`config.mk`:
```
export PLATFORM = sky130hd
export DESIGN_NAME = bitbakery_serial_transmitter
export DESIGN_NICKNAME = d
export VERILOG_FILES = /design/src/rtl/bitbakery_serial_pkg.sv /design/src/rtl/bitbakery_baud_tick.sv /design/src/rtl/bitbakery_serial_transmitter.sv
export SDC_FILE = /design/constraint.sdc
export NUM_CORES = 1
export LEC_CHECK = 0
export ABC_AREA = 1
export ABC_CLOCK_PERIOD_IN_PS = 2470
export BUFFER_PORTS_ARGS = -buffer_cell sky130_fd_sc_hd__buf_4
export CAP_MARGIN = 30
export CORE_ASPECT_RATIO = 0.9
export CORE_MARGIN = 5
export CORE_UTILIZATION = 44
export DETAILED_ROUTE_END_ITERATION = 12
export GPL_TIMING_DRIVEN = 0
export PLACE_DENSITY = 0.69
export REMOVE_ABC_BUFFERS = 1
export SLEW_MARGIN = 20
export SYNTH_ARGS = -nofsm -noshare
export SYNTH_HDL_FRONTEND = slang
export SYNTH_HIERARCHICAL = 1
export SYNTH_SLANG_ARGS = --single-unit
```
`constraint.sdc`:
```
create_clock -name clock -period 2.47 [get_ports clock]
set_input_delay 0 -clock clock [delete_from_list [all_inputs] [get_ports clock]]
set_output_delay 0 -clock clock [all_outputs]
set_load 0.005 [all_outputs]
```
`src/rtl/bitbakery_serial_pkg.sv`:
```
// Shared constants, state encoding and helpers for the BitBakery serial telemetry transmitter.
package bitbakery_serial_pkg;

    localparam int unsigned DATA_W    = 8;
    localparam int unsigned NUM_WORDS = 4;
    localparam int unsigned WORD_W    = $clog2(NUM_WORDS);

    localparam logic STOP_LEVEL  = 1'b1;
    localparam logic START_LEVEL = 1'b0;

    typedef enum logic [2:0] {
        OCIOSO   = 3'd0,
        INICIO   = 3'd1,
        DADOS    = 3'd2,
        PARIDADE = 3'd3,
        PARADA   = 3'd4
    } tx_state_e;

    // Counter width able to hold 0..n-1, never narrower than one bit.
    function automatic int unsigned cnt_width(input int unsigned n);
        return (n > 1) ? $clog2(n) : 1;
    endfunction

endpackage

```
`src/rtl/bitbakery_baud_tick.sv`:
```
// Bit-period timer: counts 0..CLKS_PER_BIT-1 and flags the terminal count.
module bitbakery_baud_tick
    import bitbakery_serial_pkg::*;
#(
    parameter int unsigned CLKS_PER_BIT = 4
) (
    input  logic clk,
    input  logic rst_n,
    input  logic i_en,
    input  logic i_clear,
    output logic o_tick_c,
    output logic o_last_nx_c
);

    localparam int unsigned      CNT_W    = cnt_width(CLKS_PER_BIT);
    localparam logic [CNT_W-1:0] CNT_LAST = CNT_W'(CLKS_PER_BIT - 1);

    logic [CNT_W-1:0] r_cnt;
    logic [CNT_W-1:0] w_cnt_nx;

    // Held at zero while disabled or when the owning FSM changes state.
    always_comb begin
        w_cnt_nx = r_cnt + CNT_W'(1);
        if (!i_en || i_clear || (r_cnt == CNT_LAST)) begin
            w_cnt_nx = '0;
        end
    end

    always_ff @(posedge clk or negedge rst_n) begin
        if (!rst_n) begin
            r_cnt <= '0;
        end else begin
            r_cnt <= w_cnt_nx;
        end
    end

    assign o_tick_c    = i_en && (r_cnt == CNT_LAST);
    assign o_last_nx_c = (w_cnt_nx == CNT_LAST);

endmodule

```
`src/rtl/bitbakery_serial_transmitter.sv`:
```
// Free-running UART-style transmitter cycling D0..D3, one frame per word.
// Optional even-parity bit enabled by defining BITBAKERY_TX_PARITY_EN.
module bitbakery_serial_transmitter
    import bitbakery_serial_pkg::*;
#(
    parameter int unsigned CLKS_PER_BIT = 4,
    parameter int unsigned GAP_BITS     = 1
) (
    input  logic              clock,
    input  logic              reset,
    input  logic [DATA_W-1:0] D0,
    input  logic [DATA_W-1:0] D1,
    input  logic [DATA_W-1:0] D2,
    input  logic [DATA_W-1:0] D3,
    output logic              saida_serial,
    output logic [WORD_W-1:0] db_palavra,
    output logic              fim_quadro
);

    localparam int unsigned      BIT_SPAN      = (GAP_BITS > DATA_W) ? GAP_BITS : DATA_W;
    localparam int unsigned      BIT_W         = cnt_width(BIT_SPAN);
    localparam int unsigned      GAP_LAST      = (GAP_BITS > 0) ? GAP_BITS - 1 : 0;
    localparam logic [BIT_W-1:0] BIT_GAP_LAST  = BIT_W'(GAP_LAST);
    localparam logic [BIT_W-1:0] BIT_DATA_LAST = BIT_W'(DATA_W - 1);
    localparam logic             GAP_EN        = (GAP_BITS > 0);

    tx_state_e         r_state;
    tx_state_e         w_state_nx;
    logic              r_armed;
    logic [BIT_W-1:0]  r_bit;
    logic [BIT_W-1:0]  w_bit_nx;
    logic [DATA_W-1:0] r_shift;
    logic [DATA_W-1:0] w_shift_nx;
    logic [DATA_W-1:0] w_word_data;
    logic [WORD_W-1:0] r_word;
    logic [WORD_W-1:0] w_word_nx;
    logic              r_saida;
    logic              r_fim;
    logic              w_saida_nx;
    logic              w_fim_nx;
    logic              w_load;
    logic              w_tick;
    logic              w_last_nx;
    logic              w_state_chg;
`ifdef BITBAKERY_TX_PARITY_EN
    logic              r_par;
`endif

    assign w_state_chg = (w_state_nx != r_state);

    // The first edge after reset only arms the timer, so idle spans exactly GAP_BITS periods.
    bitbakery_baud_tick #(
        .CLKS_PER_BIT (CLKS_PER_BIT)
    ) u_baud_tick (
        .clk         (clock),
        .rst_n       (reset),
        .i_en        (r_armed),
        .i_clear     (w_state_chg),
        .o_tick_c    (w_tick),
        .o_last_nx_c (w_last_nx)
    );

    always_ff @(posedge clock or negedge reset) begin
        if (!reset) begin
            r_state <= OCIOSO;
        end else begin
            r_state <= w_state_nx;
        end
    end

    always_comb begin
        w_state_nx = r_state;
        case (r_state)
            OCIOSO: begin
                if (!GAP_EN || (w_tick && (r_bit == BIT_GAP_LAST))) begin
                    w_state_nx = INICIO;
                end
            end
            INICIO: begin
                if (w_tick) begin
                    w_state_nx = DADOS;
                end
            end
            DADOS: begin
                if (w_tick && (r_bit == BIT_DATA_LAST)) begin
`ifdef BITBAKERY_TX_PARITY_EN
                    w_state_nx = PARIDADE;
`else
                    w_state_nx = PARADA;
`endif
                end
            end
`ifdef BITBAKERY_TX_PARITY_EN
            PARIDADE: begin
                if (w_tick) begin
                    w_state_nx = PARADA;
                end
            end
`endif
            PARADA: begin
                if (w_tick) begin
                    if (GAP_EN) begin
                        w_state_nx = OCIOSO;
                    end else begin
                        w_state_nx = INICIO;
                    end
                end
            end
            default: w_state_nx = OCIOSO;
        endcase
    end

    // Next-cycle datapath and output values; outputs are registered from these.
    always_comb begin
        w_word_nx   = r_word;
        w_word_data = D0;
        w_load      = 1'b0;
        w_shift_nx  = r_shift;
        w_bit_nx    = r_bit;
        w_saida_nx  = STOP_LEVEL;
        w_fim_nx    = 1'b0;

        if ((r_state == PARADA) && w_tick) begin
            w_word_nx = r_word + WORD_W'(1);
        end

        case (w_word_nx)
            2'd0:    w_word_data = D0;
            2'd1:    w_word_data = D1;
            2'd2:    w_word_data = D2;
            default: w_word_data = D3;
        endcase

        w_load = (w_state_nx == INICIO) && w_state_chg;
        if (w_load) begin
            w_shift_nx = w_word_data;
        end else if ((r_state == DADOS) && w_tick) begin
            w_shift_nx = r_shift >> 1;
        end

        if (w_state_chg) begin
            w_bit_nx = '0;
        end else if (w_tick) begin
            w_bit_nx = r_bit + BIT_W'(1);
        end

        case (w_state_nx)
            INICIO:   w_saida_nx = START_LEVEL;
            DADOS:    w_saida_nx = w_shift_nx[0];
`ifdef BITBAKERY_TX_PARITY_EN
            PARIDADE: w_saida_nx = r_par;
`endif
            default:  w_saida_nx = STOP_LEVEL;
        endcase

        w_fim_nx = (w_state_nx == PARADA) && w_last_nx;
    end

    always_ff @(posedge clock or negedge reset) begin
        if (!reset) begin
            r_armed <= 1'b0;
            r_bit   <= '0;
            r_shift <= '0;
            r_word  <= '0;
            r_saida <= STOP_LEVEL;
            r_fim   <= 1'b0;
        end else begin
            r_armed <= 1'b1;
            r_bit   <= w_bit_nx;
            r_shift <= w_shift_nx;
            r_word  <= w_word_nx;
            r_saida <= w_saida_nx;
            r_fim   <= w_fim_nx;
        end
    end

`ifdef BITBAKERY_TX_PARITY_EN
    // Parity is taken from the word as latched, so later input changes cannot disturb it.
    always_ff @(posedge clock or negedge reset) begin
        if (!reset) begin
            r_par <= 1'b0;
        end else if (w_load) begin
            r_par <= ^w_word_data;
        end
    end
`endif

    assign saida_serial = r_saida;
    assign db_palavra   = r_word;
    assign fim_quadro   = r_fim;

endmodule

```
== After elaboration in Yosys (flattened, before gate mapping) ==
Index checks and enable logic that the tools add are counted.
Word-level totals
  bits in registers: 21
  latch bits: 0
  bits in writable memories: 0
  ROM bits: 0
  bits of input ports: 34
  output and inout port bits: 4
  logic and storage cells: 52
  memories kept: 0
Operators by class
  add/subtract/negate cells: 3
  multipliers: 0
  divide/modulo/power cells: 0
  magnitude comparators: 0
  eq/ne operators: 12
  shift operators: 0
  muxes and demuxes: 13
  bitwise gates (word level): 0
  reduce and logical (&&, ||, !) cells: 15
Operators with widths (count)
  $pmux W8 S3: 1
  $mux W3: 6
  $mux W8: 2
  $pmux W3 S4: 1
  $eq A3 B3 Y1 const B: 3
  $logic_and A1 B1 Y1: 7
  $eq A2 B2 Y1 const B: 3
  $eq A3 B1 Y1 const B: 2
  $eq A3 B2 Y1 const B: 2
  $logic_not A3 Y1: 2
  $add A2 B1 Y2 const B: 2
  $mux W2: 2
  $reduce_bool A2 Y1: 2
  $add A3 B1 Y3 const B: 1
  $ne A3 B3 Y1: 1
  $eq A2 B1 Y1 const B: 1
  $logic_not A2 Y1: 1
  $logic_or A1 B1 Y1: 2
  $pmux W1 S2: 1
  $logic_not A1 Y1: 1

== Longest topological paths before layout ==
  word-level depth: 11
  depth in mapped cells: 16
  gate-level depth less buffers: 15

== Hierarchy ==
Netlist, hierarchy kept.
By module, submodules not included
  bitbakery_serial_transmitter: instances 1, cells an instance 171, area an instance 1255.0 sq um
  bitbakery_baud_tick: instances 1, cells an instance 12, area an instance 108.9 sq um

== Worst setup path after synthesis ==
No wires, ideal clock.
  path type: flip-flop to flip-flop
  start point: reg u_baud_tick.r_cnt[0]
  end point: reg r_fim, in the netlist fim_quadro
  setup time: 71 ps
  arrival: 1860 ps
  data required time: 2399 ps
  setup slack: 539 ps
  cell stages (with the launch flop): 15
  buffers on the path: 2
  clock period less this slack: 1931 ps
  path through: dfrtp_1 > ha_1 > nand2_1 > inv_1 > clkbuf_2 > buf_6 > nand4_2 > clkinv_1 > o22ai_1 > nand3_2 > inv_1 > nand4_2 > nor2_2 > inv_1 > nor2_1
On the way
  cells in the longest elaborated chain, start to end: 11
  elaborated cells on any way between the ends: 17
  classes of those cells: 1 x add/sub; 4 x eq/ne; 6 x mux; 6 x reduce/logical
RTL lines
  start, declared: line bitbakery_baud_tick.sv:18  | logic [CNT_W-1:0] r_cnt;
  start signal, assigned: line bitbakery_baud_tick.sv:33  | r_cnt <= w_cnt_nx;
  $eq A2 B2 Y1 *: line bitbakery_baud_tick.sv:37  | assign o_tick_c = i_en && (r_cnt == CNT_LAST);
  $logic_and A1 B1 Y1 *: line bitbakery_baud_tick.sv:37
  via w_tick: line bitbakery_serial_transmitter.sv:42  | logic w_tick;
  $logic_and A1 B1 Y1, on equally long branches: line bitbakery_serial_transmitter.sv:85, bitbakery_serial_transmitter.sv:75
  $mux W3, on equally long branches: line bitbakery_serial_transmitter.sv:85, bitbakery_serial_transmitter.sv:75
  $pmux W3 S4 *: line bitbakery_serial_transmitter.sv:73  | case (r_state)
  $ne A3 B3 Y1 *: line bitbakery_serial_transmitter.sv:49  | assign w_state_chg = (w_state_nx != r_state);
  via w_state_chg: line bitbakery_serial_transmitter.sv:44  | logic w_state_chg;
  $logic_or A1 B1 Y1 * (2 in series): line bitbakery_baud_tick.sv:24  | if (!i_en || i_clear || (r_cnt == CNT_LAST)) begin
  $mux W2 *: line bitbakery_baud_tick.sv:24
  $eq A2 B2 Y1 *: line bitbakery_baud_tick.sv:38  | assign o_last_nx_c = (w_cnt_nx == CNT_LAST);
  via w_last_nx: line bitbakery_serial_transmitter.sv:43  | logic w_last_nx;
  $logic_and A1 B1 Y1 *: line bitbakery_serial_transmitter.sv:156  | w_fim_nx = (w_state_nx == PARADA) && w_last_nx;
  via w_fim_nx: line bitbakery_serial_transmitter.sv:40  | logic w_fim_nx;
  end signal, assigned: line bitbakery_serial_transmitter.sv:173  | r_fim <= w_fim_nx;
  end, declared: line bitbakery_serial_transmitter.sv:38  | logic r_fim;
Mark *: on every way through the listed nets, which the timed path passes. The rest lies on a longest branch.
A chain may end at the register's enable or synchronous reset.

== Final worst setup path ==
  start point: reg u_baud_tick.r_cnt[0]
  end point: reg r_fim, in the netlist fim_quadro
On the way
  cells in the longest elaborated chain, start to end: 11
  elaborated cells on any way between the ends: 17
  classes of those cells: 1 x add/sub; 4 x eq/ne; 6 x mux; 6 x reduce/logical
RTL lines
  $eq A2 B2 Y1 *: line bitbakery_baud_tick.sv:37
  $logic_and A1 B1 Y1 *: line bitbakery_baud_tick.sv:37
  via w_tick: line bitbakery_serial_transmitter.sv:42
  $logic_and A1 B1 Y1, on equally long branches: line bitbakery_serial_transmitter.sv:85, bitbakery_serial_transmitter.sv:75
  $mux W3, on equally long branches: line bitbakery_serial_transmitter.sv:85, bitbakery_serial_transmitter.sv:75
  $pmux W3 S4 *: line bitbakery_serial_transmitter.sv:73
  via w_state_nx[2]: line bitbakery_serial_transmitter.sv:28  | tx_state_e w_state_nx;
  $ne A3 B3 Y1 *: line bitbakery_serial_transmitter.sv:49
  via w_state_chg: line bitbakery_serial_transmitter.sv:44
  $logic_or A1 B1 Y1 * (2 in series): line bitbakery_baud_tick.sv:24
  $mux W2 *: line bitbakery_baud_tick.sv:24
  $eq A2 B2 Y1 *: line bitbakery_baud_tick.sv:38
  via w_last_nx: line bitbakery_serial_transmitter.sv:43
  $logic_and A1 B1 Y1 *: line bitbakery_serial_transmitter.sv:156
  via w_fim_nx: line bitbakery_serial_transmitter.sv:40
Marked as above.

==> flow_summary.toml <==
[run_status]
status = "finished, final reports clean"

[cts]
worst_setup_hold_path_clk_slew_ps = 130
cts-root-buf = "clkbuf_4"
cts_tree = "done"
numCtsBuffers = 3
cts_max_path_buffers = 2
numClockSinks = 21
h-tree-depth = 1
clk_latency_ps = 310

[power]
power_mw = 1.04
p_leak_nw = 0.888
vdd_drop_max_uv = 305
p_per_area_nw_per_um2 = 593

[synthesis]
ys_warn_count = 6
netlist_area_um2 = 1360
ys_seq_area_share_pct = 38.6
synth_cell_types = 29
synth-seq-cells = 21
syn-instance-count = 183
avgSynthCellArea_um2 = 7.45

[timing]
drv_slew = 0
min_period_ps = 2210
rsz0062_at_grt = "false"
period_share_pct = 89.5
hold_viol = 0
fmax_ghz = 0.452
tns_ps = 0
setup_viol = 0
fin_ws_ps = 258
clock_skew_ps = 6.88

[critical_path]
startpoint_type = "flop"
rr_worst_depth = 16
r2r_start = "u_baud_tick/r_cnt[0]"
cp-end-kind = "flop"
worst-path-buf-inv = 6
cpLargestDelayFamily = "simple AND/OR/NAND/NOR gates"
worstPathMaxFanout = 10
r2r_slack_ps = 260
cp.arrival_ps = 2430
worstSetupPathType = "reg2reg"
slowest_delay_ps = 430
path_cells = "ha_1 > nand2_1 > clkinvlp_4 > buf_4 > nand2_2 > clkinv_2 > nand2_2 > o21ai_2 > inv_2 > nand2_1 > nand3_2 > inv_1 > nand4_2 > nor2_2 > inv_1 > nor2_1"
crit_slowest_cell = "dfrtp_1"
rr_endpoint = "fim_quadro"
required_ps = 2690

[die]
io_pins = 38
dieArea_um2 = 4310
die_width_um = 68.7
start_util_pct = 45.2
rows = 19
core_area_um2 = 3020
die_h_um = 62.8

[job]
drv_cap = 0

[layout]
drive_gt1_share_pct = 28.9
nNetsFinal = 264
n_antenna_cell = 0
fin_cells = 267
layout_common_cells = "buf_4 (41), nand2_1 (38), nand3_1 (32)"
final_common_cell = "buf_4"
area_growth_pct = 28.8
fillers = 284
final_cell_area_um2 = 1760

[global_route]
grt_pass1_vias = 1319
grt_max_degree = 22
grt_pass1_wl_mm = 5.81
grt_util_all_layers_pct = 17.0
grt_overflow = 0
antenna_found_initial = 0

[place]
dp_hpwl_mm = 2.50
portBuffers = 37
preCtsSetupSlack_ps = 128
routabilityCongestion = 0.803
placed_area_um2 = 1650
post-place-cells = 256

[drt]
ant_nets = 0
first_pass_iters = 4
drt_wl_total_mm = 3.34
vias = 1349
drc = 0
via_per_inst = 5.05
wl_per_cell_um = 12.5
drtIter0Drc = 124

[min_path]
hold_start = "D1[7]"
hold-path-endpoint = "r_shift[7]"
hold_path.class = "in2reg"
hold_path_depth = 5
-- state kept, by name (all words and copies together) (netlist names) --
register and count:
r_state 3, saida_serial 1, u_baud_tick/r_cnt 2, r_armed 1, r_shift 8, fim_quadro 1
r_bit 3, db_palavra 2
-- report_power, final --
part / leakage, nW / switching (mW) / total [mW] / internal (mW)
sequential: 0.259 / 0.0612 / 0.506 / 0.445
clock: 0.0177 / 0.111 / 0.172 / 0.0605
combinational: 0.611 / 0.195 / 0.364 / 0.170
total: 0.888 / 0.367 / 1.04 / 0.675
-- what timing repair did --
action,CTS,global route
gates resized for setup,0,3
hold buffers,3,0
setup buffers,0,4
hold endpoints to repair,22,0
endpoints found under the setup margin,0,3
-- worst min-delay path, stage by stage --
cell	delay [ps]
buf_4	70
o21ai_0	60
nand3_1	80
nand2_1	50
nand2_1	40
-- logic make-up after synthesis --
family	after synthesis	synth area share [%]
muxes	1	0.734
and+or+nand+nor	108	39.9
xor gates and xnor gates	1	0.642
AOI/OAI and AO/OA	13	5.32
buffers and inverters	34	10.8
other	1	0.275
adders and majority gates	4	3.67
DFF	21	38.6
-- worst max-delay path by stage --
stage | cells past startpoint | slack, ps | endpoint | startpoint
global route | 12 | 30 | fim_quadro | u_baud_tick/r_cnt[0]
global placement | 12 | 130 | fim_quadro | u_baud_tick/r_cnt[0]
finish | 16 | 260 | fim_quadro | u_baud_tick/r_cnt[0]
detailed placement | 12 | 130 | fim_quadro | u_baud_tick/r_cnt[0]
floorplan | 12 | 470 | fim_quadro | u_baud_tick/r_cnt[0]
CTS | 12 | 60 | fim_quadro | u_baud_tick/r_cnt[0]
-- cell usage after synthesis (all sizes together) --
cell,instances,area [µm²]
a21oi,3,15.0
nor3,1,10.0
o21ai,8,43.8
ha,4,50.1
mux2i,1,10.0
nand3,34,180
inv,26,97.6
o22ai,1,6.26
xnor2,1,8.76
nand4,16,113
nor2,13,56.3
dfrtp,20,500
clkbuf,1,5.00
nand2,44,185
buf,5,36.3
conb,1,3.75
a211oi,1,7.51
dfstp,1,26.3
clkinv,2,8.75
-- routing by layer --
metal	up-vias	wire, µm	GRT usage, %
met1	635	1550	25.1
met5	-	0	0
met4	0	13	3.23
met2	28	1650	25.7
met3	2	124	3.24
li1	684	-	-
-- cell type report --
type	count	area [µm²]	area share (%)
sequential	21	527	30.0
multi-input combinational	128	698	39.7
clock inverter	1	5.00	0.285
timing repair buffer	44	338	19.2
clock buffer	3	22.5	1.28
inverter	28	114	6.48
tap	42	52.6	2.99
-- metrics by stage --
stage	hold slack (ps)	util, %
final	19.0	58.2
after global routing	28.3	58.2
after CTS	17.7	56.7
after detailed placement	-97.0	54.7
after global placement	-102	54.7
after floorplan	-296	-
Note: power is estimated with default switching activity, not from simulation.
